--- src/rtl/rotary_input_filter.sv ---
// Rotary encoder input conditioning: 2-flop synchronisers plus per-channel
// debounce FSMs for quadrature pins A/B, with change pulses and a dual-step flag.
// Optional push switch channel enabled by defining ROTARY_PUSH_EN.

module rotary_debounce_ch #(
  parameter int unsigned DEBOUNCE_CYCLES = 50000,
  parameter int unsigned CNT_W           = 16
) (
  input  logic clk,
  input  logic reset,
  input  logic raw_i,
  output logic level_o,
  output logic flip_c
);

  typedef enum logic {
    ST_STABLE   = 1'b0,
    ST_COUNTING = 1'b1
  } state_e;

  logic [1:0]       sync_q;
  state_e           state_q, state_d;
  logic [CNT_W-1:0] cnt_q, cnt_d;
  logic             out_q, out_d;

  // Two-flop synchroniser; only the second stage is observed.
  always_ff @(posedge clk or posedge reset) begin
    if (reset) sync_q <= 2'b00;
    else       sync_q <= {sync_q[0], raw_i};
  end

  // Debounce state, counter and committed level.
  always_ff @(posedge clk or posedge reset) begin
    if (reset) begin
      state_q <= ST_STABLE;
      cnt_q   <= '0;
      out_q   <= 1'b0;
    end else begin
      state_q <= state_d;
      cnt_q   <= cnt_d;
      out_q   <= out_d;
    end
  end

  // Accept a new level only after it differs for DEBOUNCE_CYCLES+1 samples.
  always_comb begin
    state_d = state_q;
    cnt_d   = cnt_q;
    out_d   = out_q;
    flip_c  = 1'b0;
    case (state_q)
      ST_STABLE: begin
        if (sync_q[1] != out_q) begin
          state_d = ST_COUNTING;
          cnt_d   = CNT_W'(1);
        end else begin
          cnt_d   = '0;
        end
      end
      ST_COUNTING: begin
        if (sync_q[1] == out_q) begin
          state_d = ST_STABLE;
          cnt_d   = '0;
        end else if (cnt_q == CNT_W'(DEBOUNCE_CYCLES)) begin
          state_d = ST_STABLE;
          cnt_d   = '0;
          out_d   = ~out_q;
          flip_c  = 1'b1;
        end else begin
          cnt_d   = cnt_q + CNT_W'(1);
        end
      end
      default: begin
        state_d = ST_STABLE;
        cnt_d   = '0;
      end
    endcase
  end

  assign level_o = out_q;

endmodule

module rotary_input_filter #(
  parameter int unsigned DEBOUNCE_CYCLES = 50000,
  parameter int unsigned CNT_W           = 16
) (
  input  logic clk,
  input  logic reset,
  input  logic rot_a_raw,
  input  logic rot_b_raw,
  output logic rot_a,
  output logic rot_b,
  output logic edge_a,
  output logic edge_b,
  output logic dual_step
`ifdef ROTARY_PUSH_EN
  ,
  input  logic rot_push_raw,
  output logic push_pressed
`endif
);

  // Counter must be able to hold DEBOUNCE_CYCLES without wrapping.
  if (DEBOUNCE_CYCLES < 1 || 64'(DEBOUNCE_CYCLES) >= (64'(1) << CNT_W)) begin : g_bad_cfg
    $error("rotary_input_filter: DEBOUNCE_CYCLES must be in 1 .. 2**CNT_W-1");
  end

  logic flip_a_c, flip_b_c;
  logic edge_a_q, edge_b_q, dual_q;

  rotary_debounce_ch #(.DEBOUNCE_CYCLES(DEBOUNCE_CYCLES), .CNT_W(CNT_W)) u_ch_a (
    .clk     (clk),
    .reset   (reset),
    .raw_i   (rot_a_raw),
    .level_o (rot_a),
    .flip_c  (flip_a_c)
  );

  rotary_debounce_ch #(.DEBOUNCE_CYCLES(DEBOUNCE_CYCLES), .CNT_W(CNT_W)) u_ch_b (
    .clk     (clk),
    .reset   (reset),
    .raw_i   (rot_b_raw),
    .level_o (rot_b),
    .flip_c  (flip_b_c)
  );

  // Change pulses aligned with the first cycle the new level is visible.
  always_ff @(posedge clk or posedge reset) begin
    if (reset) begin
      edge_a_q <= 1'b0;
      edge_b_q <= 1'b0;
      dual_q   <= 1'b0;
    end else begin
      edge_a_q <= flip_a_c;
      edge_b_q <= flip_b_c;
      dual_q   <= flip_a_c & flip_b_c;
    end
  end

  assign edge_a    = edge_a_q;
  assign edge_b    = edge_b_q;
  assign dual_step = dual_q;

`ifdef ROTARY_PUSH_EN
  // Pin is active-low; invert so the reset level 0 means "released".
  logic push_level, push_flip_c, push_q;

  rotary_debounce_ch #(.DEBOUNCE_CYCLES(DEBOUNCE_CYCLES), .CNT_W(CNT_W)) u_ch_push (
    .clk     (clk),
    .reset   (reset),
    .raw_i   (~rot_push_raw),
    .level_o (push_level),
    .flip_c  (push_flip_c)
  );

  // Pulse only on the released-to-pressed transition.
  always_ff @(posedge clk or posedge reset) begin
    if (reset) push_q <= 1'b0;
    else       push_q <= push_flip_c & ~push_level;
  end

  assign push_pressed = push_q;
`endif

endmodule

--- config.mk ---
export PLATFORM = sky130hd
export DESIGN_NAME = rotary_input_filter
export DESIGN_NICKNAME = d
export VERILOG_FILES = /design/src/rtl/rotary_input_filter.sv
export SDC_FILE = /design/constraint.sdc
export NUM_CORES = 1
export LEC_CHECK = 0
export ABC_AREA = 1
export CORE_ASPECT_RATIO = 0.75
export CORE_MARGIN = 10
export CORE_UTILIZATION = 60
export CTS_CLUSTER_SIZE = 12
export DETAILED_ROUTE_END_ITERATION = 12
export MAX_ROUTING_LAYER = met4
export PLACE_DENSITY = 0.78
export SLEW_MARGIN = 30
export SYNTH_ARGS = -nofsm -noshare
export SYNTH_HDL_FRONTEND = slang
export SYNTH_SLANG_ARGS = --single-unit
--- constraint.sdc ---
create_clock -name clk -period 1.7 [get_ports clk]
set_input_delay 0.17 -clock clk [delete_from_list [all_inputs] [get_ports clk]]
set_output_delay 0.17 -clock clk [all_outputs]
set_load 0.005 [all_outputs]
# Yosys cells after proc, flatten, opt, wreduce, memory -nomap -nowiden
# Index checks and enable logic that the tools add are counted.
dict set report op_classes {
  n_mul 0
  n_eq_ne 6
  n_reduce_logical 2
  muxes 22
  n_div 0
  n_shift 0
  bitwise_logic 7
  addsub 2
  order_cmp 0
}
# operator count
set op_table {}
lappend op_table {{2-to-1 mux 16 bit} 4}
lappend op_table {{case mux 16 bit (2 select lines)} 2}
lappend op_table {{adder 16 x 1 -> 16 bit, second input constant} 2}
lappend op_table {{equality test 16 bit, second input constant} 2}
lappend op_table {{2-to-1 mux 1 bit} 14}
lappend op_table {{inverter 1 bit} 6}
lappend op_table {{AND reduction 3 bit} 2}
lappend op_table {{case mux 1 bit (2 select lines)} 2}
lappend op_table {{equality test 1 bit} 2}
lappend op_table {{inequality test 1 bit} 2}
lappend op_table {{AND 1 bit} 1}
dict set report word_totals {
  latchBits 0
  memories 0
  reg_bits 43
  ram_bits 0
  inputBits 4
  elab_cells 50
  rom_bits 0
}

# Logic depth before layout (Yosys ltp)
dict set report depth {
  word_depth 5
  depth_mapped 10
  ltp_nobuf 10
}

# Modules after synthesis
# Synthesis repeated with hierarchy kept, for this count alone.
dict set report unflattened {
  cells_unflattened 310
  hier_area_um2 2333.5
}
# module n_inst area_each_um2 seq_area_each_um2 cells_each
set modules_own_cells {}
lappend modules_own_cells {rotary_debounce_ch 2 1123.6 500.5 152}
lappend modules_own_cells {rotary_input_filter 1 86.3 75.1 6}

# Worst setup path after synthesis
# Ideal clock, no wire load.
dict set report synth_timing {
  kind {register to register}
  startpoint {register u_ch_a.cnt_q[0]}
  endpoint {register u_ch_a.state_q}
  required_time_ns 1.581
  arrival_ns 1.189
  slack_ns 0.391
  setup_ns 0.119
  stages_incl_launch_ff 11
  path_buffers 1
  cell_sequence {dfrtp_1 > inv_1 > ha_1 > nand2_1 > nor2_1 > inv_1 > nor2_1 > nand2_1 > nand2_1 > buf_6 > nand2_1}
}
dict set report synth_via {
  elab_chain_cells 4
}
# element line_no
set synth_lines {}
lappend synth_lines {{start, declared} 23} ;# logic [CNT_W-1:0] cnt_q, cnt_d;
lappend synth_lines {{start signal, assigned} 40} ;# cnt_q <= cnt_d;
lappend synth_lines {{equality test 16 bit} 64} ;# end else if (cnt_q == CNT_W'(DEBOUNCE_CYCLES)) begin
lappend synth_lines {{2-to-1 mux 1 bit} 64}
lappend synth_lines {{2-to-1 mux 1 bit} 61} ;# if (sync_q[1] == out_q) begin
lappend synth_lines {{case mux 1 bit (2 select lines)} 51} ;# case (state_q)
lappend synth_lines {{net u_ch_a.state_d} 22} ;# state_e state_q, state_d;
lappend synth_lines {{end signal, assigned} 39} ;# state_q <= state_d;
lappend synth_lines {{end, declared} 22}
# The timed path passes the listed nets, and every way through them passes these cells.
# A chain may end at the register's enable or synchronous reset.

# Final worst setup path
dict set report layout_timing {
  startpoint {register u_ch_a.cnt_q[0]}
  endpoint {register u_ch_a.cnt_q[0]}
}
dict set report layout_via {
  elab_chain_cells 4
}
# element line_no
set layout_lines {}
lappend layout_lines {{adder 16 x 1 -> 16 bit / equality test 16 bit (equally long branches)} {70, 64}}
lappend layout_lines {{2-to-1 mux 16 bit *} 64}
lappend layout_lines {{2-to-1 mux 16 bit *} 61}
lappend layout_lines {{case mux 16 bit (2 select lines) *} 51}
lappend layout_lines {{net u_ch_a.cnt_d[0]} 23}
# Mark *: on every way through the listed nets, which the timed path passes. The rest lies on a longest branch.

==> summary.md <==
| Metric | Value |
|---|---|
| Beginning of the worst register-to-register path | `u_ch_a.cnt_q[0]` |
| Number of nets in the final layout | `326` |
| Syn Inst Count | `302` |
| Total net switching power | `around 0.45 mW` |
| Worst clock skew on the final layout | `5.00 ps` |
| Vias post-DR | `1891` |
| Root buffer cell | `clkbuf_8` |
| Achievable Freq | `0.681 GHz` |
| Area growth syn-to-layout | `11.9%` |
| Number of hold-slack violations in the final timing report | `0` |
| Syn avg cell area | `7.81 µm²` |
| Inserted Diodes | `0` |
| Maximum VDD drop | `between 500 and 600 µV` |
| R2r setup slk | `around 230 ps` |
| Crit path time final | `1470 ps` |
| Combinational share of power | `7.4%` |
| Placeable core area | `3730 µm²` |
| Global placement routability congestion | `approximately 0.9` |
| Result of the run | `complete, no violations` |
| Congestion Overflow GR | `0` |
| Net switching share of the total power | `22.4%` |
| Antenna Nets Post-Route | `0` |
| Clock tree from TritonCTS | `built` |
| Max Cap Viol | `0` |
| Synth cell types | `26` |
| Via count of the first global-routing pass | `1723` |
| Cell count after placement | `363` |
| Element type at the critical path end | `flip-flop` |
| Floorplan die height | `between 70 and 80 µm` |
| Delay-heaviest family, CP | `flip-flops` |
| Later-pin clock latency in the skew report | `290 ps` |
| Cell type of the slowest stage on the worst timing path | `dfrtp_1` |
| Unrepaired setup endpoints after global routing | `no` |
| CP Depth | `10` |
| Area of the die | `6860 µm²` |
| Clock transition at the registers of the reported paths | `80 ps` |
| Count of final setup violators | `0` |
| Starting utilization of the core area | `63.2%` |
| Sum of negative setup slack | `0 ps` |
| Pin count of the biggest net entering global routing | `44` |
| Largest fanout on the critical path | `6` |
| I/O pins | `9` |
| Chain of cells forming the critical path | `inv_1 -> ha_1 -> nand2_1 -> nor2_1 -> inv_1 -> nor2_1 -> nand2_1 -> nand2_1 -> buf_4 -> o21ai_0` |
| Share of post-route cells with drive strength above 1 | `14.7%` |
| Netlist Area Pre-Place | `2360 µm²` |
| Number of buffers created by CTS | `5` |
| Global-route wire length before repair | `about 8000 µm` |
| Buffers on Ports | `8` |
| Cts-stage hold buffer count | `0` |
| Reg-to-reg endpoint | `u_ch_a.cnt_q[0]` |
| Wirelength, routed | `4750 µm` |
| Total iterations of the first detailed-routing run | `5` |
| Delay of the slowest cell on the worst path | `approximately 430 ps` |
| Post-detailed-route DRC marker count | `0` |
| Hold Path Class | `input pin to async pin` |
| Max-slew violation count | `0` |
| Final instance count without filler cells | `371` |
| Drt first-iter violations | `197` |
| Pin slew with the least headroom to its limit | `409 ps` |
| Critical path required time | `between 1500 and 2000 ps` |
| Max clock buf depth | `2` |
| Fraction of the yosys area taken by sequential cells | `between 40% and 50%` |
| Count of buffers added by post-CTS timing repair for setup | `0` |
| Share of the cycle needed by the critical path after routing | `86.4%` |
| Average via count per standard cell | `5.10` |
| Internal Pwr Total | `1.57 mW` |
| Critical path's most frequent cell | `nand2_1` |
| Power Density | `769 nW/µm²` |
| Count of synthesis-stage warnings from yosys | `0` |
| DP HPWL | `3510 µm` |
| Number of levels the H-tree was split into | `2` |
| Total power | `a little over 2 mW` |
| Total GRT Usage | `15.2%` |
| Number of antenna violations at the first check in global routing | `0` |
| Leakage component of the power | `1.13 nW` |
| Crit path kind | `flip-flop to flip-flop` |
| Worst slew margin | `72.5%` |
| Flip-flop and latch count after synthesis | `between 40 and 50` |
| Resized Gates After CTS | `0` |
| Sequential fraction of design power | `between 50% and 60%` |
| FF-to-FF path depth | `10` |
| Detailed-route wire length per cell | `between 10 and 15 µm` |
| Clock group share of total power | `40.1%` |
| Horizontal die dimension | `92.4 µm` |
| Buffers & Inverters on Critical Path | `3` |
| Number of clock sinks seen by CTS | `43` |
| Category of the worst setup path launch point | `flip-flop` |
| Synthesized net count | `310` |
| Number of placement rows | `19` |
| Arrival time worst endpoint | `1650 ps` |
[worst register-to-register path, stage by stage, from the launching register on]
cell	delay, ps
dfrtp_1	430
inv_1	90
ha_1	140
nand2_1	50
nor2_1	120
inv_1	50
nor2_1	80
nand2_1	70
nand2_1	90
buf_4	160
o21ai_0	80
[flip-flops by register name, indices dropped and copies added, names as in the netlist]
name	count
u_ch_a.cnt_q	16
u_ch_b.cnt_q	16
u_ch_a.sync_q	2
u_ch_b.sync_q	2
dual_step	1
edge_a	1
edge_b	1
u_ch_a.level_o	1
u_ch_a.state_q	1
u_ch_b.level_o	1
u_ch_b.state_q	1
[cell usage in the layout, fill, tap and decap left out, types with 4 or more instances in the layout]
master | netlist | final
dfrtp_1 | 43 | 43
nand2_2 | 6 | 6
nor2_4 | 6 | 6
clkdlybuf4s50_1 | 0 | 8
clkbuf_8 | 0 | 6
ha_1 | 4 | 4
xor2_1 | 5 | 5
nand2_1 | 63 | 63
nor2_2 | 7 | 7
nor2_1 | 60 | 60
nor3_2 | 6 | 6
inv_2 | 5 | 5
inv_1 | 40 | 39
nand3_1 | 26 | 26
nor3_1 | 6 | 6
[Yosys cell counts, drive strengths merged]
| cell type | n | area share, % |
|---|---|---|
| o21ai | 4 | 0.85 |
| a21oi | 3 | 0.64 |
| a31oi | 1 | 0.27 |
| ha | 4 | 2.1 |
| xnor2 | 3 | 1.1 |
| nor3 | 12 | 3.8 |
| nand3 | 28 | 6.4 |
| dfrtp | 43 | 46 |
| xor2 | 5 | 1.9 |
| buf | 2 | 0.69 |
| o21bai | 3 | 1.3 |
| or2 | 2 | 0.53 |
| nand4 | 3 | 0.80 |
| nor2 | 73 | 14 |
| nand2 | 71 | 13 |
| inv | 45 | 7.2 |
[how the worst max path moves through the flow]
stage,startpoint,end,slack (ps)
after floorplan,u_ch_a.cnt_q[0],u_ch_a.state_q,390
after global placement,u_ch_a.cnt_q[0],u_ch_a.cnt_q[0],290
after detailed placement,u_ch_a.cnt_q[0],u_ch_a.cnt_q[0],240
after CTS,u_ch_a.cnt_q[0],u_ch_a.cnt_q[0],230
after global routing,u_ch_a.cnt_q[0],u_ch_a.cnt_q[0],120
final,u_ch_a.cnt_q[0],u_ch_a.cnt_q[0],230
[cell families (layout without fill, tap and decap cells)]
family,Yosys count,after routing,synth area share [%]
compound gates,11,11,3.03
buf+inv,47,64,7.86
flops,43,43,45.6
simple gates,189,189,38.4
fa+ha+maj,4,4,2.12
xor+xnor,8,8,2.97
[metal layers]
| metal | GRT usage, % | share of wire (%) | vias to the layer above |
|---|---|---|---|
| li1 | - | - | 960 |
| met1 | 22.4 | 53 | 854 |
| met2 | 20.2 | 39 | 73 |
| met3 | 3.62 | 7.1 | 4 |
| met4 | 3.75 | 0.88 | 0 |
| met5 | - | 0 | - |
[per-stage QoR]
step	hold slack, ps	util, %	setup slack (ps)	cell area [µm²]
3_5_place_dp	347	67.5	243	2520
3_3_place_gp	332	67.5	290	2520
4_1_cts	217	70.7	230	2640
5_1_grt	244	70.7	116	2640
2_1_floorplan	201	-	391	2360
6_report	209	70.7	231	2640
[power by group through the flow]
stage,clock network [mW],registers [mW],logic (mW)
5_1_grt,0.868,1.07,0.171
3_5_place_dp,0,1.09,0.150
4_1_cts,0.840,1.06,0.151
6_report,0.814,1.06,0.150
2_1_floorplan,0,1.08,0.109
3_3_place_gp,0,1.08,0.148
[final cells by class]
class | instances | area (µm²)
Clock buffer | 6 | 82.6
Clock inverter | 2 | 35.0
Fill cell | 301 | 1090
Inverter | 45 | 169
Multi-Input combinational cell | 212 | 1100
Sequential cell | 43 | 1080
Tap cell | 52 | 65.1
Timing Repair Buffer | 11 | 115
Note: power is estimated with default switching activity, not from simulation.
